===== config.mk =====
export PLATFORM = sky130hd
export DESIGN_NAME = pipelined_float_multiplier_flat
export DESIGN_NICKNAME = d
export VERILOG_FILES = /design/src/rtl/pipelined_float_multiplier_if.sv /design/src/rtl/pipelined_float_multiplier.sv /design/src/flat_wrapper.sv
export SDC_FILE = /design/constraint.sdc
export NUM_CORES = 2
export LEC_CHECK = 0
export CAP_MARGIN = 15
export CORE_MARGIN = 5
export CORE_UTILIZATION = 50
export CTS_CLUSTER_SIZE = 30
export DETAILED_ROUTE_END_ITERATION = 16
export PLACE_DENSITY_LB_ADDON = 0.2
export SYNTH_ARGS = -nofsm -noshare
export SYNTH_HDL_FRONTEND = slang
export SYNTH_SLANG_ARGS = --single-unit

===== constraint.sdc =====
create_clock -name clk -period 8.9 [get_ports clk]
set_clock_uncertainty 0.1 [all_clocks]
set_input_delay 0.89 -clock clk [delete_from_list [all_inputs] [get_ports clk]]
set_output_delay 0.89 -clock clk [all_outputs]
set_load 0.005 [all_outputs]

===== src/rtl/pipelined_float_multiplier_if.sv =====
// Operand/result bundle for pipelined_float_multiplier.
// master: drives en, in_valid, a, b and receives result, out_valid, overflow, exception.
// slave: the multiplier side. Word width W = 1 + EXP_W + MAN_W, laid out as {sign, exp, frac}.
interface pipelined_float_multiplier_if #(
    parameter int EXP_W = 8,
    parameter int MAN_W = 23
);
    localparam int W = 1 + EXP_W + MAN_W;

    logic         en;         // pipeline advance; 0 freezes every stage
    logic         in_valid;   // a/b carry an operation this cycle
    logic [W-1:0] a;          // operand A
    logic [W-1:0] b;          // operand B
    logic [W-1:0] result;     // registered product
    logic         out_valid;  // result/flags belong to an accepted operation
    logic         overflow;   // finite inputs, exponent out of range high
    logic         exception;  // an input was Inf or NaN

    modport master (
        output en, in_valid, a, b,
        input  result, out_valid, overflow, exception
    );

    modport slave (
        input  en, in_valid, a, b,
        output result, out_valid, overflow, exception
    );
endinterface


===== src/rtl/pipelined_float_multiplier.sv =====
// IEEE-754-style FP multiplier for any EXP_W/MAN_W format; subnormals flush to zero.
// Latency: 3 enabled cycles (unpack, exponent add + mantissa multiply, normalise/round/pack).
// Backpressure: none; en=0 freezes every stage and the outputs, in_valid=0 inserts a bubble.
// Ports: clk, reset (async, active-low), bus (pipelined_float_multiplier_if.slave).
// Build option: ROUND_NEAREST_EN selects round-to-nearest-even; otherwise results truncate.
module pipelined_float_multiplier #(
    parameter int EXP_W = 8,
    parameter int MAN_W = 23
) (
    input  logic clk,
    input  logic reset,
    pipelined_float_multiplier_if.slave bus
);
    localparam int W  = 1 + EXP_W + MAN_W;
    localparam int PW = 2 * MAN_W + 2;   // full mantissa product width
    localparam int XW = EXP_W + 2;       // signed exponent working width

    localparam logic signed [XW-1:0] BIAS    = XW'((2 ** (EXP_W - 1)) - 1);
    localparam logic signed [XW-1:0] EXP_MAX = XW'((2 ** EXP_W) - 1);

    localparam logic [W-1:0] QNAN = {1'b0, {EXP_W{1'b1}}, 1'b1, {(MAN_W - 1){1'b0}}};

    // ---------------- unpack / classify (feeds stage 1) ----------------
    logic             signA, signB;
    logic [EXP_W-1:0] expA, expB;
    logic [MAN_W-1:0] fracA, fracB;
    logic             zeroA, zeroB, infA, infB, nanA, nanB;

    assign {signA, expA, fracA} = bus.a;
    assign {signB, expB, fracB} = bus.b;

    // exp=0 covers both true zeros and subnormals, which are flushed
    assign zeroA = (expA == '0);
    assign zeroB = (expB == '0);
    assign infA  = (&expA) && (fracA == '0);
    assign infB  = (&expB) && (fracB == '0);
    assign nanA  = (&expA) && (fracA != '0);
    assign nanB  = (&expB) && (fracB != '0);

    // ---------------- stage 1 registers ----------------
    logic             s1Valid, s1Sign, s1Zero, s1Nan, s1Inf;
    logic [EXP_W-1:0] s1ExpA, s1ExpB;
    logic [MAN_W:0]   s1ManA, s1ManB;

    // ---------------- stage 2 registers ----------------
    logic                 s2Valid, s2Sign, s2Zero, s2Nan, s2Inf;
    logic signed [XW-1:0] s2Exp;
    logic [PW-1:0]        s2Prod;

    // ---------------- output registers ----------------
    logic [W-1:0] resultReg;
    logic         outValidReg, overflowReg, exceptionReg;

    always_ff @(posedge clk or negedge reset) begin
        if (!reset) begin
            s1Valid      <= 1'b0;
            s1Sign       <= 1'b0;
            s1Zero       <= 1'b0;
            s1Nan        <= 1'b0;
            s1Inf        <= 1'b0;
            s1ExpA       <= '0;
            s1ExpB       <= '0;
            s1ManA       <= '0;
            s1ManB       <= '0;
            s2Valid      <= 1'b0;
            s2Sign       <= 1'b0;
            s2Zero       <= 1'b0;
            s2Nan        <= 1'b0;
            s2Inf        <= 1'b0;
            s2Exp        <= '0;
            s2Prod       <= '0;
            resultReg    <= '0;
            outValidReg  <= 1'b0;
            overflowReg  <= 1'b0;
            exceptionReg <= 1'b0;
        end else if (bus.en) begin
            // stage 1: capture operands with hidden bit restored
            s1Valid <= bus.in_valid;
            s1Sign  <= signA ^ signB;
            s1Zero  <= zeroA | zeroB;
            // Inf*0 is folded into the NaN class so stage 3 only needs one test
            s1Nan   <= nanA | nanB | (infA & zeroB) | (infB & zeroA);
            s1Inf   <= infA | infB;
            s1ExpA  <= expA;
            s1ExpB  <= expB;
            s1ManA  <= {1'b1, fracA};
            s1ManB  <= {1'b1, fracB};

            // stage 2: exponent add and full mantissa product
            s2Valid <= s1Valid;
            s2Sign  <= s1Sign;
            s2Zero  <= s1Zero;
            s2Nan   <= s1Nan;
            s2Inf   <= s1Inf;
            s2Exp   <= $signed({2'b00, s1ExpA}) + $signed({2'b00, s1ExpB}) - BIAS;
            s2Prod  <= PW'(s1ManA) * PW'(s1ManB);

            // stage 3: normalised, rounded and special-cased result
            resultReg    <= nxtResult;
            outValidReg  <= s2Valid;
            overflowReg  <= nxtOverflow;
            exceptionReg <= nxtException;
        end
    end

    // ---------------- stage 3 combinational ----------------
    logic [PW-1:0]        norm;
    logic signed [XW-1:0] expNorm, expFinal;
    logic [MAN_W:0]       mant;
    logic [MAN_W-1:0]     fracFinal;

    // Product of two [1,2) mantissas lies in [1,4); left-align so the hidden bit is the MSB.
    assign norm    = s2Prod[PW-1] ? s2Prod : (s2Prod << 1);
    assign expNorm = s2Exp + XW'(s2Prod[PW-1]);
    assign mant    = norm[PW-1:MAN_W+1];

`ifdef ROUND_NEAREST_EN
    logic           guardBit, stickyBit, roundUp;
    logic [MAN_W+1:0] mantRnd;

    assign guardBit  = norm[MAN_W];
    assign stickyBit = |norm[MAN_W-1:0];
    // ties (guard=1, sticky=0) only round up when that makes the LSB even
    assign roundUp   = guardBit & (stickyBit | mant[0]);
    assign mantRnd   = {1'b0, mant} + (MAN_W + 2)'(roundUp);
    // carry-out means the mantissa rolled over to 10.000..., i.e. 1.000... with exp+1
    assign expFinal  = expNorm + XW'(mantRnd[MAN_W+1]);
    assign fracFinal = mantRnd[MAN_W+1] ? mantRnd[MAN_W:1] : mantRnd[MAN_W-1:0];
`else
    logic unusedLowBits;

    assign unusedLowBits = ^{norm[MAN_W:0], mant[MAN_W]};
    assign expFinal      = expNorm;
    assign fracFinal     = mant[MAN_W-1:0];
`endif

    logic [W-1:0] nxtResult;
    logic         nxtOverflow, nxtException;

    always_comb begin
        nxtResult    = {s2Sign, expFinal[EXP_W-1:0], fracFinal};
        nxtOverflow  = 1'b0;
        nxtException = 1'b0;

        if (s2Nan) begin
            nxtException = 1'b1;
            nxtResult    = QNAN;
        end else if (s2Inf) begin
            nxtException = 1'b1;
            nxtResult    = {s2Sign, {EXP_W{1'b1}}, {MAN_W{1'b0}}};
        end else if (s2Zero) begin
            nxtResult    = {s2Sign, {(W - 1){1'b0}}};
        end else if (expFinal >= EXP_MAX) begin
            nxtOverflow  = 1'b1;
            nxtResult    = {s2Sign, {EXP_W{1'b1}}, {MAN_W{1'b0}}};
        end else if (expFinal <= 0) begin
            nxtResult    = {s2Sign, {(W - 1){1'b0}}};
        end

        // bubbles never raise flags
        if (!s2Valid) begin
            nxtOverflow  = 1'b0;
            nxtException = 1'b0;
        end
    end

    assign bus.result    = resultReg;
    assign bus.out_valid = outValidReg;
    assign bus.overflow  = overflowReg;
    assign bus.exception = exceptionReg;
endmodule


===== src/flat_wrapper.sv =====
// flat-port wrapper written by rule: the top's interface ports become plain ports
module pipelined_float_multiplier_flat 
#(
    parameter int EXP_W = 8,
    parameter int MAN_W = 23
)
  (clk, reset, bus_en, bus_in_valid, bus_a, bus_b, bus_result, bus_out_valid, bus_overflow, bus_exception);
  pipelined_float_multiplier_if #(.EXP_W(EXP_W), .MAN_W(MAN_W)) bus_i ();
  input  logic clk;
  input  logic reset;
  input wire logic [$bits(bus_i.en)-1:0] bus_en;
  input wire logic [$bits(bus_i.in_valid)-1:0] bus_in_valid;
  input wire logic [$bits(bus_i.a)-1:0] bus_a;
  input wire logic [$bits(bus_i.b)-1:0] bus_b;
  output wire logic [$bits(bus_i.result)-1:0] bus_result;
  output wire logic [$bits(bus_i.out_valid)-1:0] bus_out_valid;
  output wire logic [$bits(bus_i.overflow)-1:0] bus_overflow;
  output wire logic [$bits(bus_i.exception)-1:0] bus_exception;
  assign bus_i.en = bus_en;
  assign bus_i.in_valid = bus_in_valid;
  assign bus_i.a = bus_a;
  assign bus_i.b = bus_b;
  assign bus_result = bus_i.result;
  assign bus_out_valid = bus_i.out_valid;
  assign bus_overflow = bus_i.overflow;
  assign bus_exception = bus_i.exception;
  pipelined_float_multiplier #(.EXP_W(EXP_W), .MAN_W(MAN_W)) u_core (.clk(clk), .reset(reset), .bus(bus_i));
endmodule

## Word-level counts from Yosys, hierarchy flattened

Index checks and enable logic that the tools add are counted.

| cells by class | value |
|---|---|
| bitwise operators | 8 |
| add/subtract/negate cells | 3 |
| $lt $le $gt $ge | 2 |
| reduce and logical (&&, ||, !) cells | 12 |
| muxes and demuxes | 14 |
| multiply operators | 1 |
| div/mod/pow operators | 0 |
| shift-type cells | 0 |
| equality and inequality tests | 0 |

Operators by type and width:

| kind | number |
|---|---|
| $mux W31 | 4 |
| $mul A24 B24 Y48 | 1 |
| $mux W47 | 1 |
| $logic_not A23 Y1 | 2 |
| $reduce_bool A23 Y1 | 2 |
| $mux W32 | 1 |
| $logic_not A8 Y1 | 2 |
| $reduce_and A8 Y1 | 2 |
| $add A10 B1 Y10 | 1 |
| $ge A10 B9 Y1 const B | 1 |
| $le A10 B1 Y1 const B | 1 |
| $sub A10 B8 Y10 const B | 1 |
| $add A8 B8 Y9 | 1 |
| $mux W1 | 8 |
| $or A1 B1 Y1 | 5 |
| $logic_and A1 B1 Y1 | 4 |
| $and A1 B1 Y1 | 2 |
| $xor A1 B1 Y1 | 1 |

| word-level totals | value |
|---|---|
| input bits | 68 |
| word-level logic and storage cells | 60 |
| register bits after elaboration | 167 |
| bits in latches | 0 |
| bits in read-only memories | 0 |
| bits in writable memories | 0 |
| memories | 0 |

## Depth between registers and ports, before layout

| logic depth | value |
|---|---|
| depth in word-level cells | 7 |
| depth in mapped cells | 26 |

## Worst setup path before layout

OpenSTA, ideal clock, no wires.

| timing path | value |
|---|---|
| path type | flip-flop to flip-flop |
| start | reg u_core.s1ManB[3] |
| end | reg u_core.s2Prod[39] |
| stages on the path, launching flop included | 24 |
| buffers on the path | 1 |
| required time | 8680 ps |
| arrival time | 6392 ps |
| period minus slack after synthesis | 6612 ps |
| setup slack | 2288 ps |
| cells stage by stage | dfrtp_1 -> clkbuf_1 -> nand2_1 -> fa_1 -> inv_1 -> fa_1 -> inv_1 -> fa_1 -> inv_1 -> fa_1 -> fa_1 -> fa_1 -> inv_1 -> fa_1 -> inv_1 -> ha_1 -> and3_1 -> a221oi_1 -> o31ai_1 -> and2b_2 -> o31ai_1 -> nand2_1 -> a211o_1 -> a31o_1 |

| on the way | value |
|---|---|
| word-level cells in the longest chain between the ends | 1 |

Ends and longest elaborated chain:

| what | RTL line | source |
|---|---|---|
| start: declaration | pipelined_float_multiplier.sv:43 | `logic [MAN_W:0] s1ManA, s1ManB;` |
| start signal: assignment | pipelined_float_multiplier.sv:87 | `s1ManB <= {1'b1, fracB};` |
| $mul A24 B24 Y48 | pipelined_float_multiplier.sv:96 | `s2Prod <= PW'(s1ManA) * PW'(s1ManB);` |
| end signal: assignment | pipelined_float_multiplier.sv:96 |  |
| end: declaration | pipelined_float_multiplier.sv:48 | `logic [PW-1:0] s2Prod;` |

Every way passes these cells.
A chain may end at the register's enable or synchronous reset.

## Worst setup path after layout

| timing path | value |
|---|---|
| start | reg u_core.s1ManB[3] |
| end | reg u_core.s2Prod[47] |

The elaborated chain is that of the path after synthesis.

==> results.txt <==
Data on the critical path is required at its endpoint by between 9 and 10 ns. The maximum clock path buffer count came out at 2. The type of element capturing the critical path is a flip-flop. The highest layer touched by signal routing is met4. The worst path needs between 7 and 8 ns of the cycle, external delays included. Entering global routing, the biggest net connects a little under 100 pins.

The number of routed nets with antenna violations came out at 0. The die is 234 µm tall. The final core area utilization came out at 54.8%. The post-detailed-route wirelength per cell is 19.7 µm. The top cell type by area accounts for approximately two fifths of the synthesized area. The routed metal-1 wire length is 27700 µm.

TritonCTS built the clock tree. Cells with a size suffix above 1 make up under 10% of the layout. The total global routing track utilization is 25.7%. Yosys printed 0 warnings. By area the synthesized netlist is led by fa_1 (38%), dfrtp_1 (14%), ha_1 (9.0%). The count of cells along the worst register-to-register path is 22. Detailed routing inserted a total of approximately 18000 vias. The number of antenna cells inserted came out at 0.

Derived from the worst setup path, the maximum achievable clock frequency is 129 MHz. Setup violations remaining at the end of the flow were counted as 0. The share of synthesized flip-flops with an asynchronous set or reset is 100%. The number of iterations in the first detailed-routing pass is 5. The number of clock sinks is between 100 and 150. The floorplan step defined a die boundary enclosing between 50000 and 60000 µm². The number of hold buffers added after CTS was 0. The final hold violation count came out at 0. The critical path is of the reg2reg type. The floorplan has 82 rows. The wire-length estimate of the detail-placed layout is ~53000 µm. The number of design rule violations left after detail routing came out at 0.

Summed over all failing endpoints, the final setup total negative slack is 0 ns. Synthesis produced a netlist with a net count of 3380. Input and output buffers added on the ports amount to 102. The routability congestion estimate from global placement came out at 0.925. The clock transition at the registers of the reported paths is about 0.070 ns. Setup repair after global routing left no endpoint under its margin. During I/O placement, the number of pins put on the boundary was roughly 100. In this run, synthesis inferred 0 flip-flops with an integrated enable.

The number of buffers inserted during clock tree synthesis is 17. The clock latency on the worst-skew pair is between 0.4 and 0.5 ns. The number of distinct library cells after synthesis came out at 77. The final net count is 3407. The area growth from synthesis to layout came out at 8.77%. Among all flip-flop cells after synthesis, the most frequent one is dfrtp_1. The worst endpoint data arrival time came out at between 7 and 8 ns. The number of vias per cell is around 5.4. At the pin with the least slew margin, the transition time is roughly 1.2 ns.

The max-slew violation total from the final report is 0. For this run the aggregate overflow at the end of global routing stands at 0. In this run the number of H-tree levels came out at 4. The first global-routing pass estimated 110000 µm of wire.

The run finished with clean final reports. The count of instances resized after the clock tree is built is 0. Counting instances, the worst hold path has a depth of 1. fa_1 takes more of the synthesized area than any other cell. The flop and latch count out of synthesis is between 100 and 150.

The number of antenna violations at the first check in global routing was 0. A synthesized cell averages 9.50 µm². The floorplan step set the die width to 234 µm. The count of mapped cells out of synthesis is roughly 2600.

The highest fanout seen on the critical path is 25. The wire length on met3 is 3400 µm. The worst hold path belongs to the class reg2reg. The detailed router finished its first iteration with between 1000 and 1500 violations. The via count of the first global-routing pass came out at 20217. The total of max-cap violations is 0. Clock tree synthesis selected as its root buffer the cell clkbuf_16. The portion of the post-synthesis area used by sequential elements came out at between 10 and 15%. The post-route worst hold slack is ~0.39 ns. The core region is 50000 µm².

The post-CTS repair timing setup buffer count came out at 0. The total wirelength of the detailed-routed design came out at 66300 µm. The headroom to the max-slew limit is 21.5%. The cell area after synthesis is 25200 µm². The portion of the clock cycle consumed by the worst path in the final layout came out at 86.9%. The number of filler instances in the final layout is 4530. Summed over all nets, wire length on met2 after detailed routing comes to 32600 µm. The launching element type of the critical path is a flip-flop. The initial core utilization came out at approximately 50%.
area by class of cell:
class,instances,area [µm²],share of cell area [%]
multi-input cells,1807,18900,69.1
flip-flops and latches,143,3580,13.1
inverters,572,2150,7.84
repair buffers,135,1270,4.63
well taps,672,841,3.07
clock buffers,20,457,1.67
clock inverters,12,170,0.622
state kept, by name, indices dropped and copies added, names as in the netlist:
| signal | cells |
|---|---|
| u_core.bus.exception | 1 |
| u_core.bus.out_valid | 1 |
| u_core.bus.overflow | 1 |
| u_core.bus.result | 32 |
| u_core.s1ExpA | 8 |
| u_core.s1ExpB | 8 |
| u_core.s1Inf | 1 |
| u_core.s1ManA | 23 |
| u_core.s1ManB | 24 |
| u_core.s1Nan | 1 |
| u_core.s1Sign | 1 |
| u_core.s1Valid | 1 |
| u_core.s1Zero | 1 |
| u_core.s2Exp | 10 |
| u_core.s2Inf | 1 |
| u_core.s2Nan | 1 |
| u_core.s2Prod | 25 |
| u_core.s2Sign | 1 |
| u_core.s2Valid | 1 |
| u_core.s2Zero | 1 |
final timing paths:
kind | start | endpoint | slack, ns
worst max register to register | u_core.s1ManB[3] | u_core.s2Prod[47] | 1.16
worst min-delay path | u_core.bus.result[30] | u_core.bus.result[30] | 0.39
max in group asynchronous | reset | u_core.s1ManA[7] | 6.93
min in group asynchronous | reset | u_core.bus.result[18] | 0.47
worst max-delay path | u_core.s1ManB[3] | u_core.s2Prod[47] | 1.16
worst min register to register | u_core.bus.result[30] | u_core.bus.result[30] | 0.39
critical path: stages, from the launching register on:
cell and delay (ns):
dfrtp_1 1.12, nand2_1 0.19, fa_1 0.59, inv_1 0.05, fa_1 0.48, inv_1 0.06
fa_1 0.51, fa_1 0.51, inv_1 0.05, fa_1 0.51, fa_1 0.50, inv_1 0.05
fa_1 0.50, inv_1 0.06, ha_1 0.34, nand2_1 0.14, o21ai_2 0.17, a311oi_2 0.08
a2111oi_2 0.67, o211ai_2 0.20, a21oi_2 0.28, nor3_1 0.09, or3b_1 0.35
routing by layer:
layer,vias to the layer above,GRT usage (%)
li1,8123,-
met1,9391,33.8
met2,509,43.7
met3,114,3.81
met4,0,8.83
met5,-,0
layout by cell type (no fill, tap or decap), types with 8 or more instances in the layout:
cell / count
inv_1: 572
nand2_1: 337
o2bb2ai_1: 23
buf_4: 34
dfrtp_1: 143
mux2_2: 85
ha_1: 181
nand4_1: 20
nand3_1: 16
fa_1: 482
xnor2_1: 23
mux2i_1: 23
xor2_1: 17
a21oi_1: 65
nor4_1: 12
clkbuf_16: 17
nor3_1: 12
a21o_1: 15
clkdlybuf4s50_1: 100
o31ai_1: 8
nor2_1: 44
and2_1: 296
o21bai_1: 12
o21ai_0: 24
and3_1: 10
cell usage after synthesis (all sizes together) (13+ instances only):
cell,number
fa,482
o21ai,26
a21o,15
ha,181
inv,572
mux2i,23
xor2,17
a21oi,66
clkbuf,121
nor2,44
mux2,85
nand2,338
and2,296
xnor2,23
o2bb2ai,23
o21bai,13
nor3,13
nand3,17
dfrtp,143
nand4,20
cells by family (layout without fill, tap and decap cells):
group	after synthesis	in the layout	share of synthesized area, %
simple gates	781	781	15.7
flops	143	143	14.2
buf+inv	699	739	10.6
mux	108	108	4.72
fa+ha+maj	663	663	47.3
compound gates	215	215	6.03
xor+xnor	40	40	1.39
stage by stage:
step	instances	setup WS (ns)	instance area, µm²
final	3361	1.16	27400
after global routing	3361	0.773	27400
after CTS	3361	1.18	27400
after detailed placement	3329	1.22	26700
after global placement	3329	1.26	26700
after floorplan	2649	2.29	25200
Power is not shown: default switching activity piles up to over one toggle a cycle in this logic, so the estimate is an artifact.
